File: src/rtl/timer_pkg.sv
// Shared timer types and constants: FSM states, BCD correction constants,
// and the elaboration-time sizing helper for the BCD-to-binary converter.
package timer_pkg;

   typedef enum logic [1:0] {
      ST_IDLE  = 2'd0,
      ST_SHIFT = 2'd1,
      ST_DONE  = 2'd2
   } state_t;

   // Reverse double-dabble nibble correction: nibble >= 8 gets 3 subtracted
   localparam logic [3:0] ADJ_THRESH = 4'd8;
   localparam logic [3:0] ADJ_VALUE  = 4'd3;

   // Largest legal decimal digit value
   localparam logic [3:0] DIGIT_MAX  = 4'd9;

   // Minimum binary width able to hold 10^digits - 1
   function automatic int unsigned min_bin_w(input int unsigned digits);
      longint unsigned max_val;
      int unsigned     w;
      max_val = 64'd1;
      for (int unsigned i = 0; i < digits; i++) begin
         max_val = max_val * 64'd10;
      end
      max_val = max_val - 64'd1;
      w = 0;
      for (int unsigned b = 0; b < 64; b++) begin
         if ((max_val >> b) != 64'd0) begin
            w = b + 1;
         end
      end
      return w;
   endfunction

endpackage

File: src/rtl/bcd2bin_if.sv
// Start/valid handshake bundle between the time-setting logic (master)
// and the BCD-to-binary converter (slave).
interface bcd2bin_if #(
   parameter int unsigned DIGITS = 2,
   parameter int unsigned BIN_W  = 7
);
   localparam int unsigned BCD_W = 4 * DIGITS;

   logic             i_start;
   logic [BCD_W-1:0] i_bcd;
   logic             o_busy;
   logic             o_valid;
   logic [BIN_W-1:0] o_bin;
   logic             o_err;

   modport master (
      output i_start, i_bcd,
      input  o_busy, o_valid, o_bin, o_err
   );

   modport slave (
      input  i_start, i_bcd,
      output o_busy, o_valid, o_bin, o_err
   );

endinterface

File: src/rtl/bcd2bin_digit_adjust.sv
// One-nibble reverse double-dabble correction (>= 8 -> minus 3), purely
// combinational, instantiated once per BCD digit.
module bcd_digit_adjust
   import timer_pkg::*;
(
   input  logic [3:0] nib,
   output logic [3:0] adj_c
);

   // Subtract the adjust constant once the nibble reaches the threshold
   always_comb begin
      adj_c = nib;
      if (nib >= ADJ_THRESH) begin
         adj_c = nib - ADJ_VALUE;
      end
   end

endmodule

File: src/rtl/bcd2bin.sv
// Sequential BCD-to-binary converter (reverse double-dabble), one bit per
// clock, 4*DIGITS cycles per conversion.
// Optional feature macro: BCD2BIN_ERR_CHECK_EN (flags digits > 9 and forces
// the result to zero for such inputs).
module bcd2bin
   import timer_pkg::*;
#(
   parameter int unsigned DIGITS = 2,
   parameter int unsigned BIN_W  = 7
) (
   input  logic      clk,
   input  logic      rst_n,
   bcd2bin_if.slave  bus
);

   localparam int unsigned BCD_W = 4 * DIGITS;
   localparam int unsigned CNT_W = $clog2(BCD_W + 1);
   localparam logic [CNT_W-1:0] LAST_SHIFT = CNT_W'(BCD_W - 1);

   // Reject result widths too narrow for the largest decimal value
   if (BIN_W < min_bin_w(DIGITS)) begin : g_bin_w_check
      $error("bcd2bin: BIN_W too small for DIGITS");
   end

   state_t            state_q;
   logic [BCD_W-1:0]  bcd_q;
   logic [BCD_W-1:0]  res_q;
   logic [CNT_W-1:0]  cnt_q;
   logic [BCD_W-1:0]  bcd_sh_c;
   logic [BCD_W-1:0]  bcd_adj_c;
   logic [BCD_W-1:0]  res_sh_c;
   logic [BIN_W-1:0]  bin_done_c;

   // {bcd, result} shifted right by one: BCD LSB falls into result MSB
   assign bcd_sh_c = {1'b0, bcd_q[BCD_W-1:1]};
   assign res_sh_c = {bcd_q[0], res_q[BCD_W-1:1]};

   // Per-digit correction of the shifted BCD register
   for (genvar d = 0; d < int'(DIGITS); d++) begin : g_adj
      bcd_digit_adjust u_adj (
         .nib   (bcd_sh_c[4*d +: 4]),
         .adj_c (bcd_adj_c[4*d +: 4])
      );
   end

`ifdef BCD2BIN_ERR_CHECK_EN
   logic err_q;
   logic bad_digit_c;

   // Any incoming nibble above 9 marks the request as invalid
   always_comb begin
      bad_digit_c = 1'b0;
      for (int d = 0; d < int'(DIGITS); d++) begin
         if (bus.i_bcd[4*d +: 4] > DIGIT_MAX) begin
            bad_digit_c = 1'b1;
         end
      end
   end

   assign bin_done_c = err_q ? '0 : BIN_W'(res_sh_c);
   assign bus.o_err  = err_q;
`else
   assign bin_done_c = BIN_W'(res_sh_c);
   assign bus.o_err  = 1'b0;
`endif

   // Conversion FSM with shift datapath and registered handshake outputs
   always_ff @(posedge clk or negedge rst_n) begin
      if (!rst_n) begin
         state_q     <= ST_IDLE;
         bcd_q       <= '0;
         res_q       <= '0;
         cnt_q       <= '0;
         bus.o_busy  <= 1'b0;
         bus.o_valid <= 1'b0;
         bus.o_bin   <= '0;
`ifdef BCD2BIN_ERR_CHECK_EN
         err_q       <= 1'b0;
`endif
      end else begin
         case (state_q)
            ST_IDLE: begin
               if (bus.i_start) begin
                  state_q    <= ST_SHIFT;
                  bcd_q      <= bus.i_bcd;
                  res_q      <= '0;
                  cnt_q      <= '0;
                  bus.o_busy <= 1'b1;
`ifdef BCD2BIN_ERR_CHECK_EN
                  err_q      <= bad_digit_c;
`endif
               end
            end
            ST_SHIFT: begin
               bcd_q <= bcd_adj_c;
               res_q <= res_sh_c;
               cnt_q <= cnt_q + CNT_W'(1);
               if (cnt_q == LAST_SHIFT) begin
                  state_q     <= ST_DONE;
                  bus.o_valid <= 1'b1;
                  bus.o_bin   <= bin_done_c;
               end
            end
            ST_DONE: begin
               state_q     <= ST_IDLE;
               bus.o_valid <= 1'b0;
               bus.o_busy  <= 1'b0;
            end
            default: begin
               state_q <= ST_IDLE;
            end
         endcase
      end
   end

endmodule

File: src/flat_wrapper.sv
// flat-port wrapper written by rule: the top's interface ports become plain ports
module bcd2bin_flat import timer_pkg::*;
#(
   parameter int unsigned DIGITS = 2,
   parameter int unsigned BIN_W  = 7
)
  (clk, rst_n, bus_i_start, bus_i_bcd, bus_o_busy, bus_o_valid, bus_o_bin, bus_o_err);
  bcd2bin_if #(.DIGITS(DIGITS), .BIN_W(BIN_W)) bus_i ();
  input  logic clk;
  input  logic rst_n;
  input wire logic [$bits(bus_i.i_start)-1:0] bus_i_start;
  input wire logic [$bits(bus_i.i_bcd)-1:0] bus_i_bcd;
  output wire logic [$bits(bus_i.o_busy)-1:0] bus_o_busy;
  output wire logic [$bits(bus_i.o_valid)-1:0] bus_o_valid;
  output wire logic [$bits(bus_i.o_bin)-1:0] bus_o_bin;
  output wire logic [$bits(bus_i.o_err)-1:0] bus_o_err;
  assign bus_i.i_start = bus_i_start;
  assign bus_i.i_bcd = bus_i_bcd;
  assign bus_o_busy = bus_i.o_busy;
  assign bus_o_valid = bus_i.o_valid;
  assign bus_o_bin = bus_i.o_bin;
  assign bus_o_err = bus_i.o_err;
  bcd2bin #(.DIGITS(DIGITS), .BIN_W(BIN_W)) u_core (.clk(clk), .rst_n(rst_n), .bus(bus_i));
endmodule
File: config.mk
export PLATFORM = sky130hd
export DESIGN_NAME = bcd2bin_flat
export DESIGN_NICKNAME = d
export VERILOG_FILES = /design/src/rtl/timer_pkg.sv /design/src/rtl/bcd2bin_if.sv /design/src/rtl/bcd2bin_digit_adjust.sv /design/src/rtl/bcd2bin.sv /design/src/flat_wrapper.sv
export SDC_FILE = /design/constraint.sdc
export NUM_CORES = 1
export LEC_CHECK = 0
export CAP_MARGIN = 20
export CORE_UTILIZATION = 40
export DETAILED_ROUTE_END_ITERATION = 6
export GPL_ROUTABILITY_DRIVEN = 1
export PLACE_DENSITY = 0.66
export SETUP_SLACK_MARGIN = 0.2
export SLEW_MARGIN = 20
export SYNTH_ARGS = -nofsm -noshare
export SYNTH_HDL_FRONTEND = slang
export SYNTH_SLANG_ARGS = --single-unit
File: constraint.sdc
create_clock -name clk -period 1.8 [get_ports clk]
set_input_delay 0.27 -clock clk [delete_from_list [all_inputs] [get_ports clk]]
set_output_delay 0.27 -clock clk [all_outputs]
set_load 0.005 [all_outputs]
# After elaboration in Yosys (flattened, before gate mapping)
# Cells that the tools add are included.
# word_totals
register_bits,31
romBits,0
ramBits,0
latch_bits,0
output_inout_bits,10
memories,0
inputBits,11
word_cells,41
# classes
n_addsub,3
n_shift,0
reduce_logical,9
n_mux,15
div,0
bitwise_logic,0
n_eq_ne,5
magnitude_cmp,2
mul,0
# ops
op,count
case mux 8 bit (2 select lines),2
2-to-1 mux 8 bit,2
2-to-1 mux 4 bit,3
AND reduction 2 bit,5
case mux 4 bit (2 select lines),1
nonzero test 2 bit,3
adder 4 x 1 -> 4 bit (second input constant),1
equality test 4 x 3 -> 1 bit (second input constant),1
>= comparator 3 x 4 -> 1 bit (second input constant),1
>= comparator 4 bit (second input constant),1
2-to-1 mux 2 bit,2
case mux 1 bit (2 select lines),2
case mux 2 bit (2 select lines),1
subtractor 3 x 2 -> 4 bit (second input constant),1
subtractor 4 x 2 -> 4 bit (second input constant),1
equality test 2 x 1 -> 1 bit (second input constant),1
equality test 2 bit (second input constant),1
zero test 2 bit,1
2-to-1 mux 1 bit,2
!= test 2 x 1 -> 1 bit (second input constant),1
!= test 2 bit (second input constant),1

# Logic depth before layout (Yosys ltp)
# depth
ltp_word,3
mapped_depth,6
depth_no_buf,5

# Hierarchy
# From an unflattened synthesis, not the netlist that was laid out.
# unflattened
hier_cells,119
area_unflattened_um2,1387.6
# modules_own_cells
module,area_per_inst_um2,cells_each,instances,seq_area_each_um2
bcd2bin,1234.9,97,1,750.7
bcd_digit_adjust,76.3,11,2,0.0

# Worst setup path before layout
# Ideal clock, no wire load.
# synth_path
kind,register to register
start,register u_core.state_q[1]
end,register u_core.bus.o_bin[0]
setup_time_ns,0.125
synth_period_minus_slack_ns,1.432
path_buffers,1
path_stages_with_launch,5
slack_ns,0.368
arrival_time_ns,1.308
cell_sequence,dfrtp_1 nand2b_1 buf_6 nor3_4 mux2_2
# synth_via
elab_chain_len,2
# synth_rtl
item,line_no,source
from (decl),bcd2bin.sv:25,state_t state_q;
from (signal assigned),bcd2bin.sv:70,state_q <= ST_IDLE;
from (signal assigned),bcd2bin.sv:84,state_q <= ST_SHIFT;
from (signal assigned),bcd2bin.sv:99,state_q <= ST_DONE;
equality test 2 x 1 -> 1 bit,bcd2bin.sv:81,case (state_q)
AND reduction 2 bit (no line),n/a,
to (signal assigned),bcd2bin.sv:101,bus.o_bin <= bin_done_c;
to (decl),bcd2bin_if.sv:23,"output o_busy, o_valid, o_bin, o_err"
# No other way between the ends.
# A chain may end at the register's enable or synchronous reset.

# Final worst setup path
# layout_path
start,register u_core.cnt_q[0]
end,register u_core.bus.o_bin[3]
# layout_via
elab_chain_len,2
# layout_rtl
item,line_no,source
from (decl),bcd2bin.sv:28,logic [CNT_W-1:0] cnt_q;
from (signal assigned),bcd2bin.sv:97,cnt_q <= cnt_q + CNT_W'(1);
equality test 4 x 3 -> 1 bit,bcd2bin.sv:98,if (cnt_q == LAST_SHIFT) begin
AND reduction 2 bit (no line),n/a,
# No other way between the ends.

==> flow_summary.yaml <==
outcome:
  status: "finished clean"
clock_network:
  path_clk_slew_ps: 90
  clkLatencyLatePin_ps: 320
  cts_inserted_buffers: 5
  cts_tree: "built"
  cts.sinks: 30
  cts_buffer_depth: 2
  h-tree-depth: 2
  root_buffer: "clkbuf_4"
synth:
  synthDistinctLibCells: 32
  synth_seq_cells: 30
  netlist_area_um2: 1350
  syn-mean-instance-area_um2: 10.5
  synth_fp_nets: 143
  synth_largest_area_cell: "dfrtp_1"
  synthDominantCellAreaShare: 0.555
  yosys_warnings: 0
  netlist_top_cells_area: "dfrtp_1 (55%), nand2_1 (6.4%), mux2_2 (5.8%)"
  ys_seq_area_frac: 0.555
  syn_inst: 129
finish:
  most-common-layout-cells: "dfrtp_1 (30), nand2_1 (23), clkdlybuf4s50_1 (19)"
  layout-drive-gt1-share: 0.151
  final_area_um2: 1670
  fin_nets: 167
  diodes: 0
  syn2layout_area_growth_pct: 23.3
  layout_commonest_cell: "dfrtp_1"
placement:
  dpl_worst_slack_ps: 73.9
  port_buffers: 19
  place_area_um2: 1600
  dp_hpwl_um: 1700
  place_congestion: 0.790
routing:
  postRouteAntennaNets: 0
  drt-initial-drc-count: 49
  drt-wirelength-per-cell_um: 13.3
  vias_per_cell: 5.03
  drt_first_pass_iters: 4
  drcViolationCount: 0
  dr_total_vias: 985
  routed_wl_um: 2600
power:
  p_leak_uw: 0.000790
  p_sw_uw: 955
  p_int_uw: 1770
  seqPwrFrac: 0.442
  power_density_nw_per_um2: 1630
  netSwitchingFraction: 0.351
  peakVddDrop_mv: 0.659
  combinationalPowerShare: 0.416
  clockPowerShare: 0.142
  fin_total_pwr_uw: 2720
grt:
  grt_pass1_wl_um: 4550
  antenna_found_initial: 0
  grt_pass1_vias: 1008
  grtUsageTotal: 0.174
  grt-ovfl-total: 0
  grt_max_degree: 31
timing:
  post-route-min-period_ps: 1500
  setup_violations: 0
  clock.fmax_mhz: 666
  slew_viol_final: 0
  worst_slack_ps: 298
  grt_setup_unrepaired: "false"
  hold_viol: 0
  skew_ps: 5.44
  period_share: 0.835
  fin_setup_tns_ps: 0
setup_path:
  crit_type: "register to register"
  path_cells: "ha_1 -> nand2_1 -> nor3_4 -> buf_12 -> mux2_2"
  slowest_stage: "dfrtp_1"
  worstReg2RegStart: "u_core.cnt_q[0]"
  crit_buf_inv: 1
  end_kind: "register"
  slowest_delay_ps: 400
  crit_fanout: 9
  crit_start: "u_core.cnt_q[0]"
  arrival_ps: 1710
  worstSetupStartpointType: "register"
  path_delay_family: "flip-flops"
  required_ps: 2000
die:
  start_util: 0.433
  pin_count: 21
  die_w_um: 60.2
  die_area_um2: 3620
  num_rows: 20
  die_y_um: 60.2
  core_area_um2: 3130
hold_path:
  hp-class: "input port to async pin"
flow_run:
  drv_cap: 0
[worst reg2reg max path: stages, from the launching register on]
cell	delay, ps
dfrtp_1	400
ha_1	190
nand2_1	100
nor3_4	210
buf_12	150
mux2_2	340
[layer usage]
layer	global-route usage	vias to the layer above	wire [um]
li1	-	483	-
met1	0.215	477	1230
met2	0.279	25	1230
met3	0.0671	0	139
met4	0.0498	0	0
met5	0	-	0
[cell families (layout without fill, tap and decap cells)]
logic type / count (synthesis) / count (layout) / synth area share
simple gates: 52 / 52 / 0.181
flops: 30 / 30 / 0.555
compound gates: 20 / 20 / 0.104
buf+inv: 12 / 35 / 0.0444
mux: 8 / 8 / 0.0656
fa+ha+maj: 3 / 3 / 0.0277
xor+xnor: 3 / 3 / 0.0194
other cells: 1 / 1 / 0.00277
[flip-flops by register name, summed over array words and instances (netlist names)]
| name | cells |
|---|---|
| u_core.cnt_q | 4 |
| u_core.state_q | 2 |
| u_core.res_q | 7 |
| u_core.bcd_q | 8 |
| u_core.bus.o_bin | 7 |
| u_core.bus.o_busy | 1 |
| u_core.bus.o_valid | 1 |
[final cells by class]
cell class / count / area (um^2)
fillers: 285 / 1460
flip-flops and latches: 30 / 751
multi-input cells: 87 / 546
repair buffers: 26 / 255
well taps: 44 / 55.1
clock buffers: 6 / 51.3
inverters: 3 / 11.3
[synthesized netlist by cell type (all sizes together)]
| library cell | number |
|---|---|
| a21o | 2 |
| a21oi | 4 |
| a221o | 1 |
| a2bb2oi | 1 |
| a32oi | 1 |
| buf | 5 |
| clkbuf | 4 |
| conb | 1 |
| dfrtp | 30 |
| ha | 3 |
| inv | 3 |
| mux2 | 7 |
| mux2i | 1 |
| nand2 | 23 |
| nand2b | 2 |
| nand3 | 10 |
| nand4 | 1 |
| nor2 | 10 |
| nor2b | 2 |
| nor3 | 1 |
| nor3b | 2 |
| o211a | 1 |
| o21ai | 3 |
| o21ba | 1 |
| o21bai | 1 |
| o22a | 1 |
| o22ai | 3 |
| o32ai | 1 |
| or3b | 1 |
| xnor2 | 3 |
[repair_timing]
action                                  CTS  global route
buffers inserted                          0             1
endpoints found under the setup margin    0             8
endpoints found under the hold margin     0             0
gates resized for setup                   0             1
hold buffers                              0             0
[power by group through the flow]
stage               clock network (uW)  registers, uW  logic (uW)
floorplan                            0           1170         756
global placement                     0           1200        1080
detailed placement                   0           1210        1120
CTS                                402           1200        1130
global route                       439           1250        1280
finish                             386           1200        1130
[through the flow]
stage | std cells | hold WS [ps] | util
floorplan | 129 | -25.6 | -
global placement | 189 | 462 | 0.510
CTS | 195 | 340 | 0.526
detailed placement | 189 | 474 | 0.510
global route | 196 | 351 | 0.534
finish | 196 | 336 | 0.534
[worst paths after layout]
kind | end | slack (ps) | depth (start not counted)
max | u_core.bus.o_bin[3] | 300 | 5
min | u_core.bcd_q[5] | 340 | 2
max reg2reg | u_core.bus.o_bin[3] | 300 | 5
min reg2reg | u_core.bus.o_valid | 490 | 1
max in group asynchronous | u_core.bus.o_bin[1] | 1190 | 2
min in group clk | u_core.bcd_q[7] | 480 | 3
No activity file was read; power rests on OpenSTA's default activity.
